`src/rtl/arith_unit_arbiter_pkg.sv`:
```
// rtl/arith_unit_arbiter_pkg.sv - shared encodings for the arithmetic-unit arbiter
package arith_unit_arbiter_pkg;

  localparam logic [1:0] ARITH_ADD  = 2'b00;
  localparam logic [1:0] ARITH_SUB  = 2'b01;
  localparam logic [1:0] ARITH_SLT  = 2'b10;
  localparam logic [1:0] ARITH_SLTU = 2'b11;

  localparam logic REQ0 = 1'b0;
  localparam logic REQ1 = 1'b1;

  typedef enum logic {
    EMPTY = 1'b0,
    FULL  = 1'b1
  } out_state_t;

endpackage

```
`src/rtl/arith_unit_arbiter_rr_arbiter_2.sv`:
```
// rtl/arith_unit_arbiter_rr_arbiter_2.sv - two-way round-robin pick
module rr_arbiter_2
  import arith_unit_arbiter_pkg::*;
(
  input  logic valid0,
  input  logic valid1,
  input  logic last_grant,
  input  logic enable,
  output logic grant0,
  output logic grant1,
  output logic winner
);

  always_comb begin
    winner = REQ0;
    if (valid0 && valid1) begin
      winner = (last_grant == REQ0) ? REQ1 : REQ0;
    end else if (valid1) begin
      winner = REQ1;
    end
    grant0 = enable & valid0 & (winner == REQ0);
    grant1 = enable & valid1 & (winner == REQ1);
  end

endmodule

```
`src/rtl/arithmetic_unit.sv`:
```
// rtl/arithmetic_unit.sv - add/sub/slt/sltu with C/V/N/Z flags
module arithmetic_unit #(
  parameter int size = 32
) (
  input  logic [size-1:0] A,
  input  logic [size-1:0] B,
  input  logic [1:0]      Sel,
  output logic [size-1:0] S,
  output logic            C,
  output logic            V,
  output logic            N,
  output logic            Z
);

  logic            is_sub;
  logic [size-1:0] b_op;
  logic [size-1:0] sum;
  logic            carry;
  logic            lt_s;
  logic            lt_u;

  // slt/sltu reuse the subtractor; carry out is "no borrow"
  assign is_sub       = (Sel != 2'b00);
  assign b_op         = is_sub ? ~B : B;
  assign {carry, sum} = {1'b0, A} + {1'b0, b_op} + {{size{1'b0}}, is_sub};

  assign C    = carry;
  assign V    = (A[size-1] == b_op[size-1]) && (sum[size-1] != A[size-1]);
  assign lt_s = sum[size-1] ^ V;
  assign lt_u = ~carry;

  always_comb begin
    S = sum;
    N = sum[size-1];
    case (Sel)
      2'b10: begin
        N = lt_s;
        S = {{(size-1){1'b0}}, lt_s};
      end
      2'b11: begin
        N = lt_u;
        S = {{(size-1){1'b0}}, lt_u};
      end
      default: ;
    endcase
  end

  assign Z = (S == '0);

endmodule

```
`src/rtl/arith_unit_arbiter.sv`:
```
// rtl/arith_unit_arbiter.sv - two requesters share one arithmetic_unit, one registered result slot
// ARITH_ARB_FIXED_PRIO_EN: requester 0 always wins ties instead of round-robin.
module arith_unit_arbiter
  import arith_unit_arbiter_pkg::*;
#(
  parameter int size = 32
) (
  input  logic            clk,
  input  logic            reset,
  input  logic            req0_valid,
  output logic            req0_ready,
  input  logic [size-1:0] req0_A,
  input  logic [size-1:0] req0_B,
  input  logic [1:0]      req0_Sel,
  input  logic            req1_valid,
  output logic            req1_ready,
  input  logic [size-1:0] req1_A,
  input  logic [size-1:0] req1_B,
  input  logic [1:0]      req1_Sel,
  output logic            rsp0_valid,
  input  logic            rsp0_ready,
  output logic            rsp1_valid,
  input  logic            rsp1_ready,
  output logic [size-1:0] rsp_S,
  output logic            rsp_C,
  output logic            rsp_V,
  output logic            rsp_N,
  output logic            rsp_Z
);

  out_state_t      state;
  out_state_t      state_next;
  logic            owner;
  logic            last_grant;
  logic            arb_last;
  logic            drain;
  logic            can_issue;
  logic            grant0;
  logic            grant1;
  logic            grant;
  logic            winner;
  logic [size-1:0] op_a;
  logic [size-1:0] op_b;
  logic [1:0]      op_sel;
  logic [size-1:0] au_s;
  logic            au_c;
  logic            au_v;
  logic            au_n;
  logic            au_z;

  assign drain     = (state == FULL) && ((owner == REQ0) ? rsp0_ready : rsp1_ready);
  assign can_issue = (state == EMPTY) || drain;

`ifdef ARITH_ARB_FIXED_PRIO_EN
  // Pretending requester 1 went last makes requester 0 win every tie.
  assign arb_last = REQ1;
`else
  assign arb_last = last_grant;
`endif

  rr_arbiter_2 u_arb (
    .valid0     (req0_valid),
    .valid1     (req1_valid),
    .last_grant (arb_last),
    .enable     (can_issue),
    .grant0     (grant0),
    .grant1     (grant1),
    .winner     (winner)
  );

  assign req0_ready = grant0;
  assign req1_ready = grant1;
  assign grant      = grant0 | grant1;

  assign op_a   = grant1 ? req1_A   : req0_A;
  assign op_b   = grant1 ? req1_B   : req0_B;
  assign op_sel = grant1 ? req1_Sel : req0_Sel;

  arithmetic_unit #(.size(size)) u_alu (
    .A   (op_a),
    .B   (op_b),
    .Sel (op_sel),
    .S   (au_s),
    .C   (au_c),
    .V   (au_v),
    .N   (au_n),
    .Z   (au_z)
  );

  always_ff @(posedge clk or negedge reset) begin
    if (!reset) begin
      state <= EMPTY;
    end else begin
      state <= state_next;
    end
  end

  always_comb begin
    state_next = state;
    if (grant) begin
      state_next = FULL;
    end else if (drain) begin
      state_next = EMPTY;
    end
  end

  always_ff @(posedge clk or negedge reset) begin
    if (!reset) begin
      rsp_S      <= '0;
      rsp_C      <= 1'b0;
      rsp_V      <= 1'b0;
      rsp_N      <= 1'b0;
      rsp_Z      <= 1'b0;
      owner      <= REQ0;
      last_grant <= REQ1;
    end else if (grant) begin
      rsp_S      <= au_s;
      rsp_C      <= au_c;
      rsp_V      <= au_v;
      rsp_N      <= au_n;
      rsp_Z      <= au_z;
      owner      <= winner;
      last_grant <= winner;
    end
  end

  assign rsp0_valid = (state == FULL) && (owner == REQ0);
  assign rsp1_valid = (state == FULL) && (owner == REQ1);

endmodule
```
`config.mk`:
```
export PLATFORM = sky130hd
export DESIGN_NAME = arith_unit_arbiter
export DESIGN_NICKNAME = d
export VERILOG_FILES = /design/src/rtl/arith_unit_arbiter_pkg.sv /design/src/rtl/arith_unit_arbiter_rr_arbiter_2.sv /design/src/rtl/arithmetic_unit.sv /design/src/rtl/arith_unit_arbiter.sv
export SDC_FILE = /design/constraint.sdc
export NUM_CORES = 1
export LEC_CHECK = 0
export ABC_AREA = 0
export CELL_PAD_IN_SITES_DETAIL_PLACEMENT = 1
export CELL_PAD_IN_SITES_GLOBAL_PLACEMENT = 1
export CORE_MARGIN = 5
export CORE_UTILIZATION = 29
export CTS_CLUSTER_DIAMETER = 150
export DETAILED_ROUTE_END_ITERATION = 8
export GPL_ROUTABILITY_DRIVEN = 0
export PLACE_DENSITY_LB_ADDON = 0.1
export SLEW_MARGIN = 20
export SYNTH_ARGS = -nofsm -noshare
export SYNTH_HDL_FRONTEND = slang
export SYNTH_SLANG_ARGS = --single-unit
export TNS_END_PERCENT = 1
```
`constraint.sdc`:
```
create_clock -name clk -period 4.5 [get_ports clk]
set_input_delay 1.35 -clock clk [delete_from_list [all_inputs] [get_ports clk]]
set_output_delay 1.35 -clock clk [all_outputs]
set_load 0.05 [all_outputs]
```
After elaboration in Yosys (flattened, before gate mapping)

Index checks and enable logic that the tools add are counted.

Word-level logic and storage cells: 46
Bits of input ports: 138
Memory bits (writable): 0
Output and inout port bits: 40
ROM bits: 0
Register bits after elaboration: 39
Latch bits: 0
Memories: 0

Shifts and indexed selects: 0
Multiplexer cells: 12
Divide/modulo/power cells: 0
Reduce and logical (&&, ||, !) cells: 9
$add $sub $neg: 2
$lt $le $gt $ge: 0
$mul: 0
Equal/unequal tests: 4
Bitwise gates (word level): 11

Operators by type and width:

| kind                                 | count |
|---|---|
| two-way mux 32 bit                   | 3 |
| one-hot mux 32 bit (2 select lines)  | 1 |
| adder 32 x 32 -> 33 bit              | 1 |
| adder 33 x 1 -> 33 bit               | 1 |
| zero test 32 bit                     | 1 |
| NOT 32 bit                           | 1 |
| two-way mux 1 bit                    | 6 |
| logical AND 1 bit                    | 5 |
| bitwise AND 1 bit                    | 4 |
| == test 2 bit, second input constant | 2 |
| NOT 1 bit                            | 4 |
| nonzero test 2 bit                   | 2 |
| two-way mux 2 bit                    | 1 |
| one-hot mux 1 bit (2 select lines)   | 1 |
| == test 1 bit                        | 1 |
| logical OR 1 bit                     | 1 |
| inequality test 1 bit                | 1 |
| bitwise OR 1 bit                     | 1 |
| bitwise XOR 1 bit                    | 1 |

Depth between registers and ports, before layout

Gate-level depths: netlist (run 1).

Depth after elaboration: 15
Mapped depth: 19
Depth with buffers taken out: 16

Hierarchy

Synthesis (run 1) repeated with hierarchy kept, for this count alone.

Cell total of the unflattened synthesis: 525
Area, all modules: 4869.7 µm²

By module, submodules not included:

| module             | area each (µm²) | sequential area each (µm²) | times used | cells each |
|---|---|---|---|---|
| arithmetic_unit    | 2443.6          | 0.0                        | 1          | 359 |
| arith_unit_arbiter | 2396.0          | 977.2                      | 1          | 161 |
| rr_arbiter_2       | 30.0            | 0.0                        | 1          | 5 |

Worst setup path before layout (run 1)

OpenSTA, ideal clock, no wires.

Path kind: input port to flip-flop
From: input port req1_valid
To: register rsp_Z
Path slack: -1308 ps
Setup time: 104 ps
Path buffers: 4
Cell stages on the path: 18
Arrival: 5705 ps
Required time: 4396 ps
Cells stage by stage: a21boi_2 -> a21boi_2 -> buf_6 -> clkbuf_1 -> buf_1 -> mux2_2 -> ha_1 -> clkbuf_1 -> nand2_1 -> nor4_1 -> and3b_1 -> a32o_1 -> nor3_1 -> o21ai_0 -> xnor2_1 -> nand2_1 -> o41a_1 -> o41ai_2

Word-level cells in the longest chain between the ends: 13
Elaborated cells on any way between the ends: 25
Those cells by class: 2 x add/sub; 4 x eq/ne; 7 x mux; 8 x bitwise; 4 x reduce/logical

RTL lines:

| item                                                           | RTL line                                                                     | text |
|---|---|---|
| start: declaration                                             | arith_unit_arbiter.sv:15                                                     | `input logic req1_valid,` |
| two-way mux 1 bit / logical AND 1 bit (equally long branches)  | arith_unit_arbiter_rr_arbiter_2.sv:18, arith_unit_arbiter_rr_arbiter_2.sv:16 |  |
| two-way mux 1 bit                                              | arith_unit_arbiter_rr_arbiter_2.sv:16                                        | `if (valid0 && valid1) begin` |
| bitwise AND 1 bit (*)                                          | arith_unit_arbiter_rr_arbiter_2.sv:22                                        | `grant1 = enable & valid1 & (winner == REQ1);` |
| net req1_ready                                                 | arith_unit_arbiter.sv:16                                                     | `output logic req1_ready,` |
| two-way mux 2 bit / two-way mux 32 bit (equally long branches) | arith_unit_arbiter.sv:77, arith_unit_arbiter.sv:76                           |  |
| nonzero test 2 bit / NOT 32 bit (equally long branches)        | arithmetic_unit.sv:23, arithmetic_unit.sv:24                                 |  |
| two-way mux 32 bit                                             | arithmetic_unit.sv:24                                                        | `assign b_op = is_sub ? ~B : B;` |
| adder 32 x 32 -> 33 bit                                        | arithmetic_unit.sv:25                                                        | `assign {carry, sum} = {1'b0, A} + {1'b0, b_op} + {{size{1'b0}}, is_sub};` |
| adder 33 x 1 -> 33 bit                                         | arithmetic_unit.sv:25                                                        |  |
| inequality test 1 bit                                          | arithmetic_unit.sv:28                                                        | `assign V = (A[size-1] == b_op[size-1]) && (sum[size-1] != A[size-1]);` |
| logical AND 1 bit                                              | arithmetic_unit.sv:28                                                        |  |
| bitwise XOR 1 bit                                              | arithmetic_unit.sv:29                                                        | `assign lt_s = sum[size-1] ^ V;` |
| one-hot mux 32 bit (2 select lines)                            | arithmetic_unit.sv:35                                                        | `case (Sel)` |
| zero test 32 bit                                               | arithmetic_unit.sv:48                                                        | `assign Z = (S == '0);` |
| end signal: assignment                                         | arith_unit_arbiter.sv:121                                                    | `rsp_Z <= au_z;` |
| end: declaration                                               | arith_unit_arbiter.sv:28                                                     | `output logic rsp_Z` |

Mark *: on every way through the listed nets, which the timed path passes. The rest lies on a longest branch.
A chain may end at the register's enable or synchronous reset.

Worst setup path in the final report (run 1)

From: input port req0_valid
To: register rsp_Z

Word-level cells in the longest chain between the ends: 13
Elaborated cells on any way between the ends: 24
Those cells by class: 2 x add/sub; 4 x eq/ne; 6 x mux; 8 x bitwise; 4 x reduce/logical

RTL lines:

| item                                                           | RTL line                                           | text |
|---|---|---|
| start: declaration                                             | arith_unit_arbiter.sv:10                           | `input logic req0_valid,` |
| logical AND 1 bit                                              | arith_unit_arbiter_rr_arbiter_2.sv:16              |  |
| two-way mux 1 bit                                              | arith_unit_arbiter_rr_arbiter_2.sv:16              |  |
| bitwise AND 1 bit                                              | arith_unit_arbiter_rr_arbiter_2.sv:22              |  |
| two-way mux 2 bit / two-way mux 32 bit (equally long branches) | arith_unit_arbiter.sv:77, arith_unit_arbiter.sv:76 |  |
| nonzero test 2 bit / NOT 32 bit (equally long branches)        | arithmetic_unit.sv:23, arithmetic_unit.sv:24       |  |
| two-way mux 32 bit                                             | arithmetic_unit.sv:24                              |  |
| adder 32 x 32 -> 33 bit                                        | arithmetic_unit.sv:25                              |  |
| adder 33 x 1 -> 33 bit                                         | arithmetic_unit.sv:25                              |  |
| inequality test 1 bit                                          | arithmetic_unit.sv:28                              |  |
| logical AND 1 bit                                              | arithmetic_unit.sv:28                              |  |
| bitwise XOR 1 bit                                              | arithmetic_unit.sv:29                              |  |
| one-hot mux 32 bit (2 select lines)                            | arithmetic_unit.sv:35                              |  |
| zero test 32 bit                                               | arithmetic_unit.sv:48                              |  |

Parallel ways exist; a longest one is shown, timed or not.

==> results by group, run 1 <==
Timing
  – Worst Tran Pin Value: ~0.93 ns
  – WHS: 0.485 ns
  – Setup TNS: -3.52 ns
  – Worst rel slew slack: around 38%
  – Final hold vios: 0
  – Setup slack after layout: -0.688 ns
  – Post-layout min period: 5.19 ns
  – Skew final: around 0.0061 ns
  – Final count of pins violating max slew: 0
  – Final cycle utilization of the critical path: 115%
  – # setup viols final: 12
  – Max frequency: 0.193 GHz
  – RSZ-0062 raised after global routing: yes

Cells and area
  – Final instance area: between 0.008 and 0.009 sq mm
  – Fin cells: a little over 1,000
  – Layout cells sized above 1: about a third
  – Layout net count: 1,019
  – Fin util: 55.4%
  – Antenna fix cells: 0
  – Synthesis-to-finish area growth: 88.7%

Clocking
  – TritonCTS Sinks: 39
  – Clock Path Buffers: 2
  – Root buf cell: clkbuf_16
  – CTS H-tree lvls: 2
  – Clock latency on the worst-skew pair: 0.28 ns
  – Reg clk slew, reported paths: around 0.060 ns
  – Total CTS buffers: 5
  – Post-cts hold buffer count: 0
  – CTS tree: done

Floorplan
  – DIE AREA: approximately 0.018 sq mm
  – Initial core utilization: 29.4%
  – Site Rows: 45
  – Die X: 134 um
  – Core Area: 0.0151 sq mm
  – Die extent in y: 134 um
  – Number of I/O pins: 178

Yosys
  – FFs w/ async S/R, synth: between 90% and 100%
  – Syn Area/Cell: 8.36 sq um
  – Synth top area cells: dfrtp_1 (21%), xnor2_1 (9.3%), ha_1 (8.7%)
  – Top cell types by occurrence after synthesis: nand2_1 (71), o21ai_0 (47), xnor2_1 (47)
  – Syn Inst Count: 530
  – Post-synthesis sequential element count: 39
  – Share of the synthesized area in the top cell type: 21.5%
  – Syn nets: 700
  – Synth cell types: 59
  – Most numerous cell in the Yosys netlist: nand2_1
  – Mapped cell area: 0.00443 sq mm
  – Post-synth EDFFs: 0
  – Ys Warns: 0
  – Largest area contributor in the netlist: dfrtp_1
  – Seq/Total Area, Yosys: 22.0%
  – Synth Flop Type: dfrtp_1

Power
  – Seq pwr share: between 10% and 20%
  – Power share of the clock group: roughly 7.3%
  – Lkg Pwr: 3.57 nW
  – Peak VDD IR: 0.224 mV
  – Power Total: ~5.7 mW
  – P_int: 3.04 mW
  – Switching Fraction: 46.6%
  – Psw: 2.66 mW
  – Combinational share of power: between 80% and 90%
  – Pwr/cell area: around 680 mW/mm^2

Routing
  – Vias: ~5,300
  – DRC: 0
  – Post-DRT Antenna Nets: 0
  – Drt first pass iters: 4
  – Routed len/inst: 17.7 um
  – DR vias/cell: just over 5
  – DRT iter0 DRCs: 181
  – Drt total wl: 18,400 um

Place
  – Setup WS pre-CTS: -1.51 ns
  – Dpl cells: 1,012
  – IO Port Bufs: 177
  – Area of placed instances: around 0.0076 sq mm
  – HPWL Detailed: 14,700 um

Job
  – Max Cap Viol: 0

Outcome
  – Violated checks: negative setup slack
  – Status: finished with violations

Global routing
  – Initial antenna violation count: 0
  – Largest net degree at the start of global routing: slightly below 60
  – First-pass GRT wire length: 28,900 um
  – Vias in the first global route: 5,815
  – GRT Total Usage: 19.5%
  – Total gr overflow: 0

Critical path
  – Crit path DAT: 5.37 ns
  – Crit path kind: input port to flop
  – CP required: 4.68 ns
  – Crit path max fanout: 5
  – Crit end category: flop
  – CP startpoint kind: input port

Worst hold path
  – Min-delay worst type: flop to flop
-- flip-flops by register name (all words and copies together), names as in the netlist --
name and count:
rsp_N 1, rsp_C 1, rsp_Z 1, state 1, rsp_S 32, rsp_V 1, owner 1, arb_last 1
-- cell usage in the layout, fill, tap and decap left out, drive strengths merged, types with 6 or more instances in the layout --
| cell type | instances |
|---|---|
| xnor2 | 47 |
| a21oi | 46 |
| clkdlybuf4s50 | 170 |
| nand4 | 6 |
| nor3 | 9 |
| xor2 | 14 |
| a21o | 8 |
| dfrtp | 38 |
| mux2i | 37 |
| clkbuf | 7 |
| ha | 31 |
| o21bai | 6 |
| nand2 | 71 |
| nor2b | 7 |
| nand3 | 9 |
| a22o | 11 |
| o21ai | 47 |
| nor2 | 22 |
| inv | 6 |
| mux2 | 33 |
| buf | 164 |
-- power groups by stage --
stage	Combinational [mW]	Clock (mW)	Sequential, mW
6_report	4.69	0.417	0.591
5_1_grt	5.05	0.436	0.606
4_1_cts	4.48	0.421	0.592
3_5_place_dp	4.19	0	0.597
3_3_place_gp	4.10	0	0.588
2_1_floorplan	1.89	0	0.983
-- final cells by class --
cell class,count,area [sq um]
inverters,6,22.5
clock inverters,2,35.0
fillers,1766,6730
well taps,188,235
multi-input cells,459,3790
clock buffers,6,139
repair buffers,338,3160
flip-flops and latches,39,977
-- worst max-delay path: stages --
cell	delay [ns]
buf_8	0.10
a21boi_4	0.17
a21boi_4	0.22
buf_12	0.15
clkbuf_16	0.15
buf_4	0.13
mux2_4	0.32
ha_4	0.28
nand4_1	0.19
nor3_2	0.31
mux2i_4	0.11
o221ai_2	0.23
buf_4	0.16
xor2_2	0.06
or4_4	0.53
nor3_4	0.12
nand4b_1	0.10
o41a_1	0.34
o41ai_2	0.35
-- cell families after synthesis --
group	count (synthesis)	synth area share, %
and+or+nand+nor	146	15.4
muxes	70	17.0
DFF	39	22.0
adders and majority gates	32	9.20
xor gates and xnor gates	61	12.1
AOI/OAI and AO/OA	150	21.4
buffers and inverters	32	2.88
-- final timing paths --
check	startpoint	to	slack [ns]	cells past startpoint
max in group asynchronous	reset	rsp_S[16]	2.71	1
min in group asynchronous	reset	owner	1.21	1
worst max-delay path	req0_valid	rsp_Z	-0.69	19
worst min register to register	rsp_S[14]	rsp_S[14]	0.49	2
worst min-delay path	rsp_S[14]	rsp_S[14]	0.49	2
worst max register to register	owner	rsp_Z	0.01	18
-- routing by layer --
layer,up-vias,routed length [um],track usage (%)
met5,-,0,0
met4,0,271,3.03
met3,23,754,2.57
met2,140,9660,36.7
met1,2520,7720,23.9
li1,2568,-,-
-- timing repair --
item / in CTS / in global routing
pin swaps: 15 / 23
resized for setup: 44 / 49
endpoints found under the setup margin: 28 / 28
setup buffers: 6 / 11
cloned: 2 / 1
(Power assumes the default switching activity.)
==> inputs of run 2 (changes only) <==
--- a/config.mk
+++ b/config.mk
@@ -9,7 +9,8 @@
 export CELL_PAD_IN_SITES_DETAIL_PLACEMENT = 1
 export CELL_PAD_IN_SITES_GLOBAL_PLACEMENT = 1
 export CORE_MARGIN = 5
-export CORE_UTILIZATION = 29
+export CORE_UTILIZATION = 32
+export CTS_BUF_LIST = sky130_fd_sc_hd__clkbuf_4 sky130_fd_sc_hd__clkbuf_8
 export CTS_CLUSTER_DIAMETER = 150
 export DETAILED_ROUTE_END_ITERATION = 8
 export GPL_ROUTABILITY_DRIVEN = 0
==> constraint.sdc (replaced) <==
create_clock -name clk -period 5.38 [get_ports clk]
set_input_delay 1.614 -clock clk [delete_from_list [all_inputs] [get_ports clk]]
set_output_delay 1.614 -clock clk [all_outputs]
set_load 0.05 [all_outputs]
==> run 2 against run 1 <==
  * The flow still finishes with violations (negative setup slack)
  * Worst hold slack got worse by 0.0078 ns
  * Core utilization increased by 4.5 points
  * Register-to-register slack improved by 0.74 ns
  * Count of clock-buffer cells in the layout decreased by 1
  * Critical path depth decreased by 2
  * Combinational power decreased by 17%
  * Sequential power decreased by 16%
  * Highest routed layer unchanged
  * Setup slack improved by 0.49 ns
  * Critical path type unchanged
  * First-iteration DRC count decreased by 10%
  * Via count increased by 3.0%
  * Cell count increased by 0.19%
==> results by group, run 2 (synthesis results as in run 1) <==
Floorplan
  – Initial core utilization: 32.3%
  – Die extent in y: around 130 um
  – Die X: 128 um
  – Site Rows: 43
  – DIE AREA: 0.0163 sq mm
  – Core Area: 0.0137 sq mm
  – Number of I/O pins: about 180

Cells and area
  – Filler cells: 1,602
  – Synthesis-to-finish area growth: 85.4%
  – Most common cell after layout, fill and taps aside: clkdlybuf4s50_1
  – Reg area: 977 sq um
  – Top reg by flops: rsp_S
  – Fin util: 59.9%
  – Layout net count: 1,029
  – Largest register FFs: 32
  – Fin cells: between 1,000 and 1,500
  – Multi-input logic area: 0.00369 sq mm
  – Most frequent cells in the layout: clkdlybuf4s50_1 (170), buf_4 (157), nand2_1 (71)
  – Antenna fix cells: 0
  – Layout cells sized above 1: 31.4%

Routing
  – Drt first pass iters: 4
  – Post-DRT Antenna Nets: 0
  – DRT iter0 DRCs: 162
  – DRC: 0
  – Drt total wl: 19,900 um
  – Routed len/inst: 19.1 um
  – Vias: 5,410
  – DR vias/cell: 5.20

Power
  – Power Total: 4.64 mW
  – Pwr/cell area: 565 mW/mm^2
  – Lkg Pwr: roughly 3.5 nW
  – Peak VDD IR: 0.164 mV

Critical path
  – CP startpoint kind: input port
  – Reg2reg start: owner
  – CP startpoint: req0_Sel[1]
  – Crit path DAT: 5.78 ns
  – Crit end category: flop
  – Crit path max fanout: 4
  – Worst R2R Path Depth: 19
  – Crit path kind: input port to flop
  – End of the critical path: rsp_Z
  – CP required: 5.59 ns
  – Worst r2r dst: rsp_Z
  – R2R setup slack: about 0.75 ns

Outcome
  – Violated checks: negative setup slack
  – Status: finished with violations

Clocking
  – CTS tree: done
  – Reg clk slew, reported paths: around 0.090 ns
  – Root buf cell: clkbuf_8
  – Clock Path Buffers: 2
  – Post-cts hold buffer count: 0
  – TritonCTS Sinks: 39
  – Clock latency on the worst-skew pair: 0.30 ns
  – CTS H-tree lvls: 2
  – Total CTS buffers: 5

Place
  – HPWL Detailed: around 15,000 um
  – Dpl cells: 1,004
  – IO Port Bufs: around 180

Timing
  – Final cycle utilization of the critical path: 104%
  – WHS: 0.478 ns
  – RSZ-0062 raised after global routing: yes
  – Worst Tran Pin Value: 0.938 ns
  – Setup slack after layout: -0.194 ns
  – # setup viols final: 5
  – Skew final: 0.0130 ns
  – Final count of pins violating max slew: 0
  – Final hold vios: 0
  – Post-layout min period: ~5.6 ns
  – Worst rel slew slack: between 30% and 40%
  – Max frequency: between 0.15 and 0.2 GHz
  – Setup TNS: -0.632 ns

Global routing
  – GRT Total Usage: 20.7%
  – First-pass GRT wire length: 28,200 um
  – Vias in the first global route: between 5,000 and 6,000
  – Initial antenna violation count: 0
  – Total gr overflow: 0
  – Largest net degree at the start of global routing: 57

Worst hold path
  – Min-delay worst type: flop to flop
  – Hold Path Depth: 2

Job
  – Max Cap Viol: 0
## run 2: cell count changes in the layout (fill, tap and decap cells not counted), sizes merged
cell	before	now
dlymetal6s2s	2	3
bufbuf	1	0
clkinv	1	2
buf	164	175
clkbuf	7	5
## run 2: worst min path at each step
stage	startpoint	end	slack, ns
2_1_floorplan	owner	owner	0.51
3_3_place_gp	rsp_S[14]	rsp_S[14]	0.46
3_5_place_dp	rsp_S[2]	rsp_S[2]	0.47
4_1_cts	rsp_S[2]	rsp_S[2]	0.49
5_1_grt	rsp_S[2]	rsp_S[2]	0.52
6_report	rsp_S[2]	rsp_S[2]	0.48
## run 2: through the flow
step                instance area (sq um)  setup WS (ns)
finish                               8220         -0.194
global route                         8220         -0.291
CTS                                  7740         -0.265
detailed placement                   7550         -0.774
global placement                     7550         -0.726
floorplan                            4590         0.0516
## run 2: cell type report
class	count	area share [%]
clock buffers	5	0.838
flip-flops and latches	39	11.9
inverters	6	0.274
well taps	180	2.74
clock inverters	3	0.533
multi-input cells	459	44.9
repair buffers	348	38.9
## run 2: power by group
part / total, mW / leakage [nW] / switching [mW] / internal, mW
registers: 0.495 / 0.500 / 0.0832 / 0.411
clock network: 0.253 / 0.0581 / 0.115 / 0.138
logic: 3.89 / 2.98 / 2.04 / 1.85
total: 4.64 / 3.54 / 2.24 / 2.40
## run 2: worst max-delay path, cell delays in order
cell and delay, ns:
clkdlybuf4s50_1 0.52, nor3_4 0.29, a21oi_4 0.07, buf_12 0.14, buf_6 0.13, xnor2_2 0.27, ha_4 0.27, a21oi_2 0.20
o21ai_1 0.19, a21oi_2 0.22, o221ai_4 0.16, xor2_2 0.18, or4_4 0.54, nor3_2 0.11, nand4b_1 0.11, o41a_1 0.44
o41ai_2 0.31
## run 2: routing by layer
metal,global-route usage [%],vias to the layer above,share of wire [%]
li1,-,2589,-
met1,26.3,2617,41
met2,37.5,166,52
met3,2.29,38,3.9
met4,5.37,0,3.1
met5,0,-,0
## run 2: timing repair
item                       CTS  global route
setup endpoints to repair    8            13
gates resized for setup     20            62
buffers inserted             1            27
pin swaps                    3            21
